### src/rtl/regfile_pkg.sv
// Shared register-file types and default widths used by the file and its read-side masters.
package regfile_pkg;

    localparam int REGFILE_DATA_W = 32;
    localparam int REGFILE_ADDR_W = 4;

    typedef enum logic [1:0] {
        IDLE  = 2'd0,
        RUN   = 2'd1,
        DRAIN = 2'd2
    } dump_state_t;

endpackage

### src/rtl/regfile_dump.sv
// Walks a register-file address window and streams addr/data beats for debug snapshot and context save.
// Latency: first beat valid 2 cycles after the accepted start, then one beat per cycle.
// Backpressure: one output register holds the beat steady while out_ready is low; reads pause.
module regfile_dump
    import regfile_pkg::*;
#(
    parameter int DATA = REGFILE_DATA_W,
    parameter int ADDR = REGFILE_ADDR_W
) (
    input  logic            clk,
    input  logic            reset,
    input  logic            start,
    input  logic            abort,
    input  logic [ADDR-1:0] base,
    input  logic [ADDR:0]   count,
    output logic            busy,
    output logic            done,
    output logic [ADDR-1:0] raddr,
    input  logic [DATA-1:0] rdata,
    output logic            out_valid,
    input  logic            out_ready,
    output logic [ADDR-1:0] out_addr,
    output logic [DATA-1:0] out_data,
    output logic            out_last
);

    localparam logic [ADDR:0]   DEPTH_CNT = {1'b1, {ADDR{1'b0}}};
    localparam logic [ADDR:0]   REM_ONE   = {{ADDR{1'b0}}, 1'b1};
    localparam logic [ADDR-1:0] PTR_ONE   = {{(ADDR-1){1'b0}}, 1'b1};

    dump_state_t     state, state_nxt;
    logic [ADDR-1:0] ptr, ptr_nxt;
    logic [ADDR:0]   remaining, remaining_nxt;
    logic            busy_nxt;
    logic            done_nxt;
    logic            out_valid_nxt;
    logic            out_last_nxt;
    logic [ADDR-1:0] out_addr_nxt;
    logic [DATA-1:0] out_data_nxt;
    logic            load;

    // The read address comes straight from the pointer register, so rdata
    // always belongs to the address the beat will be tagged with.
    assign raddr = ptr;
    assign load  = !out_valid || out_ready;

    always_comb begin
        state_nxt     = state;
        ptr_nxt       = ptr;
        remaining_nxt = remaining;
        busy_nxt      = busy;
        done_nxt      = 1'b0;
        out_valid_nxt = out_valid;
        out_last_nxt  = out_last;
        out_addr_nxt  = out_addr;
        out_data_nxt  = out_data;

        if (abort && state != IDLE) begin
            state_nxt     = IDLE;
            busy_nxt      = 1'b0;
            out_valid_nxt = 1'b0;
            out_last_nxt  = 1'b0;
        end else begin
            unique case (state)
                IDLE: begin
                    if (start && !abort) begin
                        if (count == '0) begin
                            done_nxt = 1'b1;
                        end else begin
                            ptr_nxt       = base;
                            remaining_nxt = (count > DEPTH_CNT) ? DEPTH_CNT : count;
                            busy_nxt      = 1'b1;
                            state_nxt     = RUN;
                        end
                    end
                end
                RUN: begin
                    if (load) begin
                        out_data_nxt  = rdata;
                        out_addr_nxt  = ptr;
                        out_last_nxt  = (remaining == REM_ONE);
                        out_valid_nxt = 1'b1;
                        ptr_nxt       = ptr + PTR_ONE;
                        remaining_nxt = remaining - REM_ONE;
                        if (remaining == REM_ONE) begin
                            state_nxt = DRAIN;
                        end
                    end
                end
                DRAIN: begin
                    if (out_valid && out_ready) begin
                        out_valid_nxt = 1'b0;
                        out_last_nxt  = 1'b0;
                        busy_nxt      = 1'b0;
                        done_nxt      = 1'b1;
                        state_nxt     = IDLE;
                    end
                end
                default: begin
                    state_nxt = IDLE;
                end
            endcase
        end
    end

    always_ff @(posedge clk or negedge reset) begin
        if (!reset) begin
            state     <= IDLE;
            ptr       <= '0;
            remaining <= '0;
            busy      <= 1'b0;
            done      <= 1'b0;
            out_valid <= 1'b0;
            out_last  <= 1'b0;
            out_addr  <= '0;
            out_data  <= '0;
        end else begin
            state     <= state_nxt;
            ptr       <= ptr_nxt;
            remaining <= remaining_nxt;
            busy      <= busy_nxt;
            done      <= done_nxt;
            out_valid <= out_valid_nxt;
            out_last  <= out_last_nxt;
            out_addr  <= out_addr_nxt;
            out_data  <= out_data_nxt;
        end
    end

endmodule
### config.mk
export PLATFORM = sky130hd
export DESIGN_NAME = regfile_dump
export DESIGN_NICKNAME = d
export VERILOG_FILES = /design/src/rtl/regfile_pkg.sv /design/src/rtl/regfile_dump.sv
export SDC_FILE = /design/constraint.sdc
export NUM_CORES = 1
export LEC_CHECK = 0
export BUFFER_PORTS_ARGS = -buffer_cell sky130_fd_sc_hd__buf_4
export CAP_MARGIN = 10
export CORE_AREA = 2 2 84 62
export CTS_CLUSTER_SIZE = 20
export DETAILED_ROUTE_END_ITERATION = 7
export DIE_AREA = 0 0 86 64
export PLACE_DENSITY = 0.82
export SETUP_SLACK_MARGIN = 0.4
export SLEW_MARGIN = 0
export SYNTH_ARGS = -nofsm -noshare
export SYNTH_HDL_FRONTEND = slang
export SYNTH_SLANG_ARGS = --single-unit
### constraint.sdc
create_clock -name clk -period 3.08 [get_ports clk]
set_clock_uncertainty 0.05 [all_clocks]
set_input_delay 0.154 -clock clk [delete_from_list [all_inputs] [get_ports clk]]
set_output_delay 0.154 -clock clk [all_outputs]
set_load 0.01 [all_outputs]
### Yosys cells after proc, flatten, opt, wreduce, memory -nomap -nowiden

Index checks and enable logic that the tools add are counted.

* reductions and logical operators: 17
* mux-type cells: 32
* $lt $le $gt $ge: 1
* $add $sub $neg: 2
* bitwise gates (word level): 1
* equal/unequal tests: 11

Operators with widths (count)
* 5-bit 2-to-1 mux: 4
* 3-bit inequality test, second input constant: 5
* 1-bit 2-to-1 mux: 12
* 2-bit 2-to-1 mux: 6
* 4-bit 2-to-1 mux: 3
* 5-bit case mux with 2 select lines: 1
* 5-bit AND reduction: 2
* 1-bit case mux with 2 select lines: 4
* 4-bit case mux with 2 select lines: 1
* 2-bit inequality test, second input constant: 3
* 2-bit case mux with 3 select lines: 1
* 3-bit AND reduction: 2
* 3-bit nonzero test: 2
* 5-bit by 1-bit == test with 1-bit output, second input constant: 1
* 5-bit greater-than comparator, second input constant: 1
* 5-bit logical NOT: 1
* 5-bit by 1-bit subtractor with 5-bit output, second input constant: 1
* 4-bit by 1-bit adder with 4-bit output, second input constant: 1
* 4-bit AND reduction: 1
* 2-bit nonzero test: 2
* 1-bit logical AND: 3
* 2-bit by 1-bit == test with 1-bit output, second input constant: 1
* 2-bit == test, second input constant: 1
* 1-bit logical NOT: 2
* 3 further kinds: 3

* bits of input ports: 46
* word-level logic and storage cells: 73
* output and inout port bits: 44
* bits in registers: 51

### Longest topological paths before layout

Gate-level depths: netlist of the first run.

* depth after elaboration: 5
* depth in mapped cells: 7
* gate-level depth less buffers: 6

### Least setup slack after synthesis of the first run

No wires, ideal clock.

* kind: register to register
* start point: register state[1]
* end point: register out_data[0]
* period minus slack after synthesis: 1.862 ns
* arrival: 1.687 ns
* path buffers: 3
* setup slack: 1.218 ns
* stages on the path, launching flop included: 7
* data required time: 2.905 ns
* setup time: 0.125 ns
* cell sequence: dfrtp_1 buf_6 or2_1 buf_6 nor3_4 buf_6 mux2_2

* word-level cells in the longest chain between the ends: 4
* elaborated cells on any way between the ends: 5
* classes of those cells: eq/ne (1); bitwise (1); reduce/logical (3)

RTL lines
* start, declared: line regfile_dump.sv:31 `dump_state_t state, state_nxt;`
* start signal, assigned: line regfile_dump.sv:118 `state <= state_nxt;`
* 2-bit nonzero test: line regfile_dump.sv:58 `if (abort && state != IDLE) begin`
* 1-bit logical AND: line regfile_dump.sv:58
* 1-bit inverter (no source line)
* 3-bit AND reduction (no source line) *
* end signal, assigned: line regfile_dump.sv:126 `out_data <= out_data_nxt;`
* end, declared: line regfile_dump.sv:23 `output logic [DATA-1:0] out_data,`

Every way passes the cells marked *; elsewhere a longest branch is shown, timed or not.
A chain may end at the register's enable or synchronous reset.

### Worst setup path after layout of the first run

* start point: register state[0]
* end point: register out_data[4]

The elaborated chain is that of the path after synthesis.

==> impl_metrics.env, run 1 <==
export IMPL_cts_tree="yes"
export IMPL_hold_path_class="primary input to flop"
export IMPL_num_vias=1755
export IMPL_die_h_um=64
export IMPL_die_w_um=86
export IMPL_drt_iter0_drc=133
export IMPL_rsz0062_at_grt="no"
export IMPL_drive_gt1_share_pct=53.11
export IMPL_fmax_ghz=0.4926
export IMPL_synthFlopType="dfrtp_1"
export IMPL_cts_made_buffers=5
export IMPL_path_cells="inv_2 -> nor3_4 -> buf_4 -> mux2_2"
export IMPL_fillers=377
export IMPL_outcome="finished clean"
export IMPL_critPathKind="flop to flop"
export IMPL_track_usage_pct=18.78
export IMPL_synth_most_common_cell="dfrtp_1"
export IMPL_area_delta_synth_final_pct=32.20
export IMPL_antennaDiodeCount=0
export IMPL_async_flop_share_pct=100.0
export IMPL_ff2ff_path_depth=4
export IMPL_synth_cells=184
export IMPL_finalHoldViolCount=0
export IMPL_cts_sinks=51
export IMPL_cts_root_buf="clkbuf_8"
export IMPL_yosys_cell_types_count=41
export IMPL_design_core_area_sq_mm=0.004651
export IMPL_period_needed_ns=2.030
export IMPL_io_pins=90
export IMPL_ys_seq_area_share_pct=54.03
export IMPL_globalRoute_totalOverflow=0
export IMPL_syn_num_nets=233
export IMPL_grt_max_degree=52
export IMPL_htreeDepth=2
export IMPL_cts_setup_buffers=0
export IMPL_p_leak_uw=0.001468
export IMPL_grt_pass1_wl_um=8135
export IMPL_vias_per_cell=5.318
export IMPL_maxCapViolations=0
export IMPL_portBuffers=89
export IMPL_num_rows=21
export IMPL_postLayoutCoreUtil_pct=67.15
export IMPL_dieArea_sq_mm=0.005504
export IMPL_yosysTopAreaCellShare_pct=54.03
export IMPL_worst_pin_slew_ns=0.6339
export IMPL_finalMaxSlewViolations=0
export IMPL_path_clk_slew_ns=0.09
export IMPL_worstPathMaxFanout=37
export IMPL_worst_setup_path_start_kind="flop"
export IMPL_wl_per_cell_um=14.82
export IMPL_cp_arrival_ns=2.17
export IMPL_tns_ns=0
export IMPL_crit_path_end_kind="flop"
export IMPL_syn_area_sq_mm=0.002362
export IMPL_synth_seq_cells=51
export IMPL_synth_common_cells="dfrtp_1 (51), mux2_2 (38), a21oi_1 (10), nor2_1 (10)"
export IMPL_antenna_found_initial=0
export IMPL_final_antenna_net_count=0
export IMPL_hold_depth=2
export IMPL_drt_total_wl_um=4891
export IMPL_yosysWarnings=0
export IMPL_critPathMaxStageDelay_ns=0.62
export IMPL_clk_path_buf_depth=2
export IMPL_place_hpwl_um=3616
export IMPL_synth_area_leaders="dfrtp_1 (54%), mux2_2 (18%), buf_6 (3.3%)"
export IMPL_setup_viol=0
export IMPL_final_nets=321
export IMPL_initial_utilization_pct=50.79
export IMPL_yosysTopAreaCell="dfrtp_1"
export IMPL_power_density_mw_per_mm2=754.4
export IMPL_synth_edf_count=0
export IMPL_grt_pass1_vias=1736
export IMPL_max_slew_margin_pct=57.74
export IMPL_syn_avg_cell_area_sq_um=12.84
export IMPL_drt_pass1_iterations=4
export IMPL_post_route_period_util_pct=65.91
export IMPL_drc=0
export IMPL_gp_congestion=0.8240
export IMPL_insertion_delay_ns=0.30
export IMPL_vdd_drop_max_mv=0.4292
export IMPL_cp_slowest_cell="dfrtp_1"
export IMPL_critical_path_required_ns=3.22
critical path: cells and delay by family, from the launching register on:
family / cells / cell delay [ns]
buffers and inverters: 2 / 0.63
multiplexers: 1 / 0.40
flip-flops: 1 / 0.62
AND/OR/NAND/NOR: 1 / 0.20
metal layers:
| metal | global-route usage, % | up-vias | wire length, um |
|---|---|---|---|
| met2 | 28.49 | 73 | 2127 |
| met4 | 4.167 | 0 | 36 |
| met5 | 0 | - | 0 |
| met3 | 8.269 | 4 | 547 |
| met1 | 25.00 | 844 | 2179 |
| li1 | - | 834 | - |
layout by cell type (no fill, tap or decap), drive strengths merged, types with 2 or more instances in the layout:
| cell | instances |
|---|---|
| nand2 | 7 |
| nor3b | 3 |
| nand3 | 2 |
| and3 | 2 |
| nor3 | 8 |
| inv | 5 |
| clkbuf | 7 |
| a21oi | 10 |
| mux2 | 41 |
| buf | 90 |
| ha | 3 |
| nor2 | 10 |
| o21ai | 5 |
| or2 | 2 |
| and2b | 2 |
| dfrtp | 51 |
| a211oi | 2 |
| mux2i | 3 |
what timing repair did:
item / CTS / global route
hold buffers: 1 / 0
endpoints found under the setup margin: 0 / 0
gates resized for setup: 0 / 0
endpoints found under the hold margin: 51 / 0
cell type report:
cell class	count	area, sq um	share of cell area [%]
clock buffer	7	86.33	2.764
tap	57	71.32	2.284
timing repair buffer	91	685.7	21.96
clock inverter	1	8.758	0.2804
sequential	51	1276	40.87
inverter	5	18.77	0.6010
multi-input combinational	118	975.9	31.25
sequential cells by signal (all words and copies together), names as in the netlist:
name	cells
done	1
out_last	1
state	2
out_addr	4
out_valid	1
busy	1
raddr	4
out_data	32
remaining	5
stage by stage:
stage / setup slack (ns) / hold WS, ns / cells / cell area [sq um] / power, uW
after CTS: 1.045 / 0.01666 / 330 / 3123 / 2381
after global routing: 0.9039 / 0.01691 / 330 / 3123 / 2509
after detailed placement: 1.052 / 0.1657 / 321 / 3018 / 1975
final: 1.050 / 0.02667 / 330 / 3123 / 2356
after floorplan: 1.218 / -0.1916 / 184 / 2362 / 1522
after global placement: 1.100 / 0.1697 / 321 / 3018 / 1950
cell families (layout without fill, tap and decap cells):
kind of cell | count (synthesis) | after routing | share of synthesized area (%)
AND/OR/NAND/NOR | 44 | 44 | 10.70
flip-flops | 51 | 51 | 54.03
adder cells (fa/ha/maj) | 3 | 3 | 1.589
multiplexers | 44 | 44 | 21.29
buffers and inverters | 15 | 104 | 4.661
AO/OA/AOI/OAI | 27 | 27 | 7.733
report_power, final:
part	leakage [uW]	switching (uW)	total, uW	internal, uW
clock	0.0000484	212	396	184
combinational	0.000815	365	894	529
sequential	0.000605	166	1070	899
path summary, 6_finish.rpt:
check                      slack (ns)    startpoint      endpoint
max                              1.05      state[0]   out_data[4]
min                              0.03      rdata[2]   out_data[2]
max reg2reg                      1.05      state[0]   out_data[4]
min reg2reg                      0.46  out_data[27]  out_data[27]
max in group asynchronous        2.19         reset   out_data[4]
min in group asynchronous        0.37         reset  remaining[2]
(Power assumes the default switching activity.)
==> run 2: changes to the inputs <==
--- a/config.mk
+++ b/config.mk
@@ -7,11 +7,11 @@
 export LEC_CHECK = 0
 export BUFFER_PORTS_ARGS = -buffer_cell sky130_fd_sc_hd__buf_4
 export CAP_MARGIN = 10
-export CORE_AREA = 2 2 84 62
+export CORE_AREA = 2 2 86 64
 export CTS_CLUSTER_SIZE = 20
 export DETAILED_ROUTE_END_ITERATION = 7
-export DIE_AREA = 0 0 86 64
-export PLACE_DENSITY = 0.82
+export DIE_AREA = 0 0 88 66
+export PLACE_DENSITY = 0.78
 export SETUP_SLACK_MARGIN = 0.4
 export SLEW_MARGIN = 0
 export SYNTH_ARGS = -nofsm -noshare
==> constraint.sdc (replaced) <==
create_clock -name clk -period 2.08 [get_ports clk]
set_clock_uncertainty 0.05 [all_clocks]
set_input_delay 0.104 -clock clk [delete_from_list [all_inputs] [get_ports clk]]
set_output_delay 0.104 -clock clk [all_outputs]
set_load 0.01 [all_outputs]
==> run 2 against run 1 <==
- the flow now finishes with violations (hold timing)
- power increased by 61%
- final cell count grew 19%
- global-route usage up 3.4 points
- sequential share of layout area shrank 6.8 points
- first-iteration DRC count decreased by 37%
- via count rose by 12%
- sequential power increased by 49%
- final area rose by 20%
- clock power up 62%
- fmax up 19%
- critical endpoint is now raddr[1]
- worst setup slack lost 0.68 ns
- largest power group unchanged
- largest cell class unchanged
==> impl_metrics.env, run 2 (synthesized netlist as in run 1, its figures left out) <==
export IMPL_outcome="finished with violations"
export IMPL_violations="hold timing"
export IMPL_clk_path_buf_depth=2
export IMPL_maxCapViolations=0
export IMPL_final_nets=369
export IMPL_num_vias=1964
export IMPL_hold_path_class="primary input to flop"
export IMPL_power_density_mw_per_mm2=1015
export IMPL_htreeDepth=2
export IMPL_drt_iter0_drc=84
export IMPL_dieArea_sq_mm=0.005808
export IMPL_cts_tree="yes"
export IMPL_crit_path_end_kind="flop"
export IMPL_placedCellCount=339
export IMPL_io_pins=90
export IMPL_area_delta_synth_final_pct=58.63
export IMPL_num_rows=22
export IMPL_post_route_period_util_pct=82.13
export IMPL_cts_sinks=51
export IMPL_insertion_delay_ns=0.31
export IMPL_cts_made_buffers=5
export IMPL_ff2ff_path_depth=4
export IMPL_drive_gt1_share_pct=52.34
export IMPL_max_slew_margin_pct=57.56
export IMPL_critical_path_required_ns=2.23
export IMPL_vias_per_cell=4.997
export IMPL_die_h_um=66
export IMPL_final_antenna_net_count=0
export IMPL_drc=0
export IMPL_setup_viol=0
export IMPL_initial_utilization_pct=47.41
export IMPL_grt_pass1_wl_um=9694
export IMPL_multiInputGateArea_sq_mm=0.001040
export IMPL_rsz0062_at_grt="yes"
export IMPL_finalNonFillerCells=393
export IMPL_fillers=339
export IMPL_worst_setup_path_start_kind="flop"
export IMPL_cp_arrival_ns=1.86
export IMPL_drt_total_wl_um=6390
export IMPL_vdd_drop_max_mv=0.5570
export IMPL_path_clk_slew_ns=0.10
export IMPL_register_area_sq_mm=0.001277
export IMPL_fmax_ghz=0.5854
export IMPL_p_leak_uw=0.001752
export IMPL_worstPathMaxFanout=8
export IMPL_antennaDiodeCount=0
export IMPL_holdWs_ns=-0.04555
export IMPL_grt_pass1_vias=2051
export IMPL_cts_root_buf="clkbuf_8"
export IMPL_worst_pin_slew_ns=0.6366
export IMPL_globalRoute_totalOverflow=0
export IMPL_period_needed_ns=1.708
export IMPL_top_register="out_data"
export IMPL_cts_hold_fix_buffers=34
export IMPL_reg_top3="out_data: 32 flops, remaining: 5 flops"
export IMPL_portBuffers=89
export IMPL_design_core_area_sq_mm=0.004982
export IMPL_wl_per_cell_um=16.26
export IMPL_gp_congestion=0.8716
export IMPL_tns_ns=0
export IMPL_critPathKind="flop to flop"
export IMPL_hold_depth=2
export IMPL_antenna_found_initial=0
export IMPL_place_hpwl_um=3864
export IMPL_largest_reg_flops=32
export IMPL_finalMaxSlewViolations=0
export IMPL_finalHoldViolCount=2
export IMPL_grt_max_degree=52
export IMPL_track_usage_pct=22.15
export IMPL_die_w_um=88
export IMPL_drt_pass1_iterations=4
export IMPL_layout_commonest_cell="buf_4"
export IMPL_final_cell_mix="buf_4 (100), dfrtp_1 (50), dlygate4sd3_1 (33)"
## run 2: layout make-up
class / count / area share [%]
well taps: 72 / 2.404
clock buffers: 7 / 2.571
flip-flops and latches: 51 / 34.09
multi-input cells: 118 / 27.75
repair buffers: 139 / 32.49
inverters: 5 / 0.5008
clock inverters: 1 / 0.2003
## run 2: worst max-delay path: stages (launching register included)
cell and delay (ns):
dfrtp_1 0.40, or2_4 0.26, buf_4 0.14, or3_4 0.44, mux2_4 0.31
## run 2: where the power goes
part	switching, uW	leakage (uW)	internal, uW	total (uW)
registers	257	0.000604	1330	1590
logic	620	0.00110	950	1570
clock network	340	0.0000505	303	643
## run 2: worst paths after layout
check / startpoint / end / slack (ns)
hold reg to reg: out_addr[1] / out_addr[1] / 0.47
setup / recovery: state[1] / raddr[1] / 0.37
setup reg to reg: state[1] / raddr[1] / 0.37
max in group asynchronous: reset / state[0] / 1.21
hold / removal: abort / done / -0.05
min in group asynchronous: reset / remaining[3] / 0.30
## run 2: routing by layer
metal	wire (um)	track usage [%]	up-vias	share of wire, %
li1	-	-	933	-
met1	2823	27.66	951	44
met2	3082	37.41	73	48
met3	413	6.492	7	6.5
met4	70	6.346	0	1.1
met5	0	0	-	0
## run 2: through the flow
stage	setup WS (ns)	hold slack (ns)	utilization [%]	area (sq um)	total power, uW
finish	0.3717	-0.04555	75.21	3747	3802
global route	0.3235	-0.03556	75.21	3747	4018
CTS	0.3622	-0.05272	73.61	3667	3720
detailed placement	0.2546	0.1258	61.65	3072	2958
global placement	0.2950	0.1237	61.65	3072	2910
floorplan	0.2177	-0.2416	-	2362	2254
## run 2: timing repair
item,4_1_cts,5_1_grt
hold endpoints to repair,86,2
gates resized for setup,6,15
buffers inserted,9,1
pin swaps,2,1
endpoints found under the setup margin,45,39
cloned,2,1
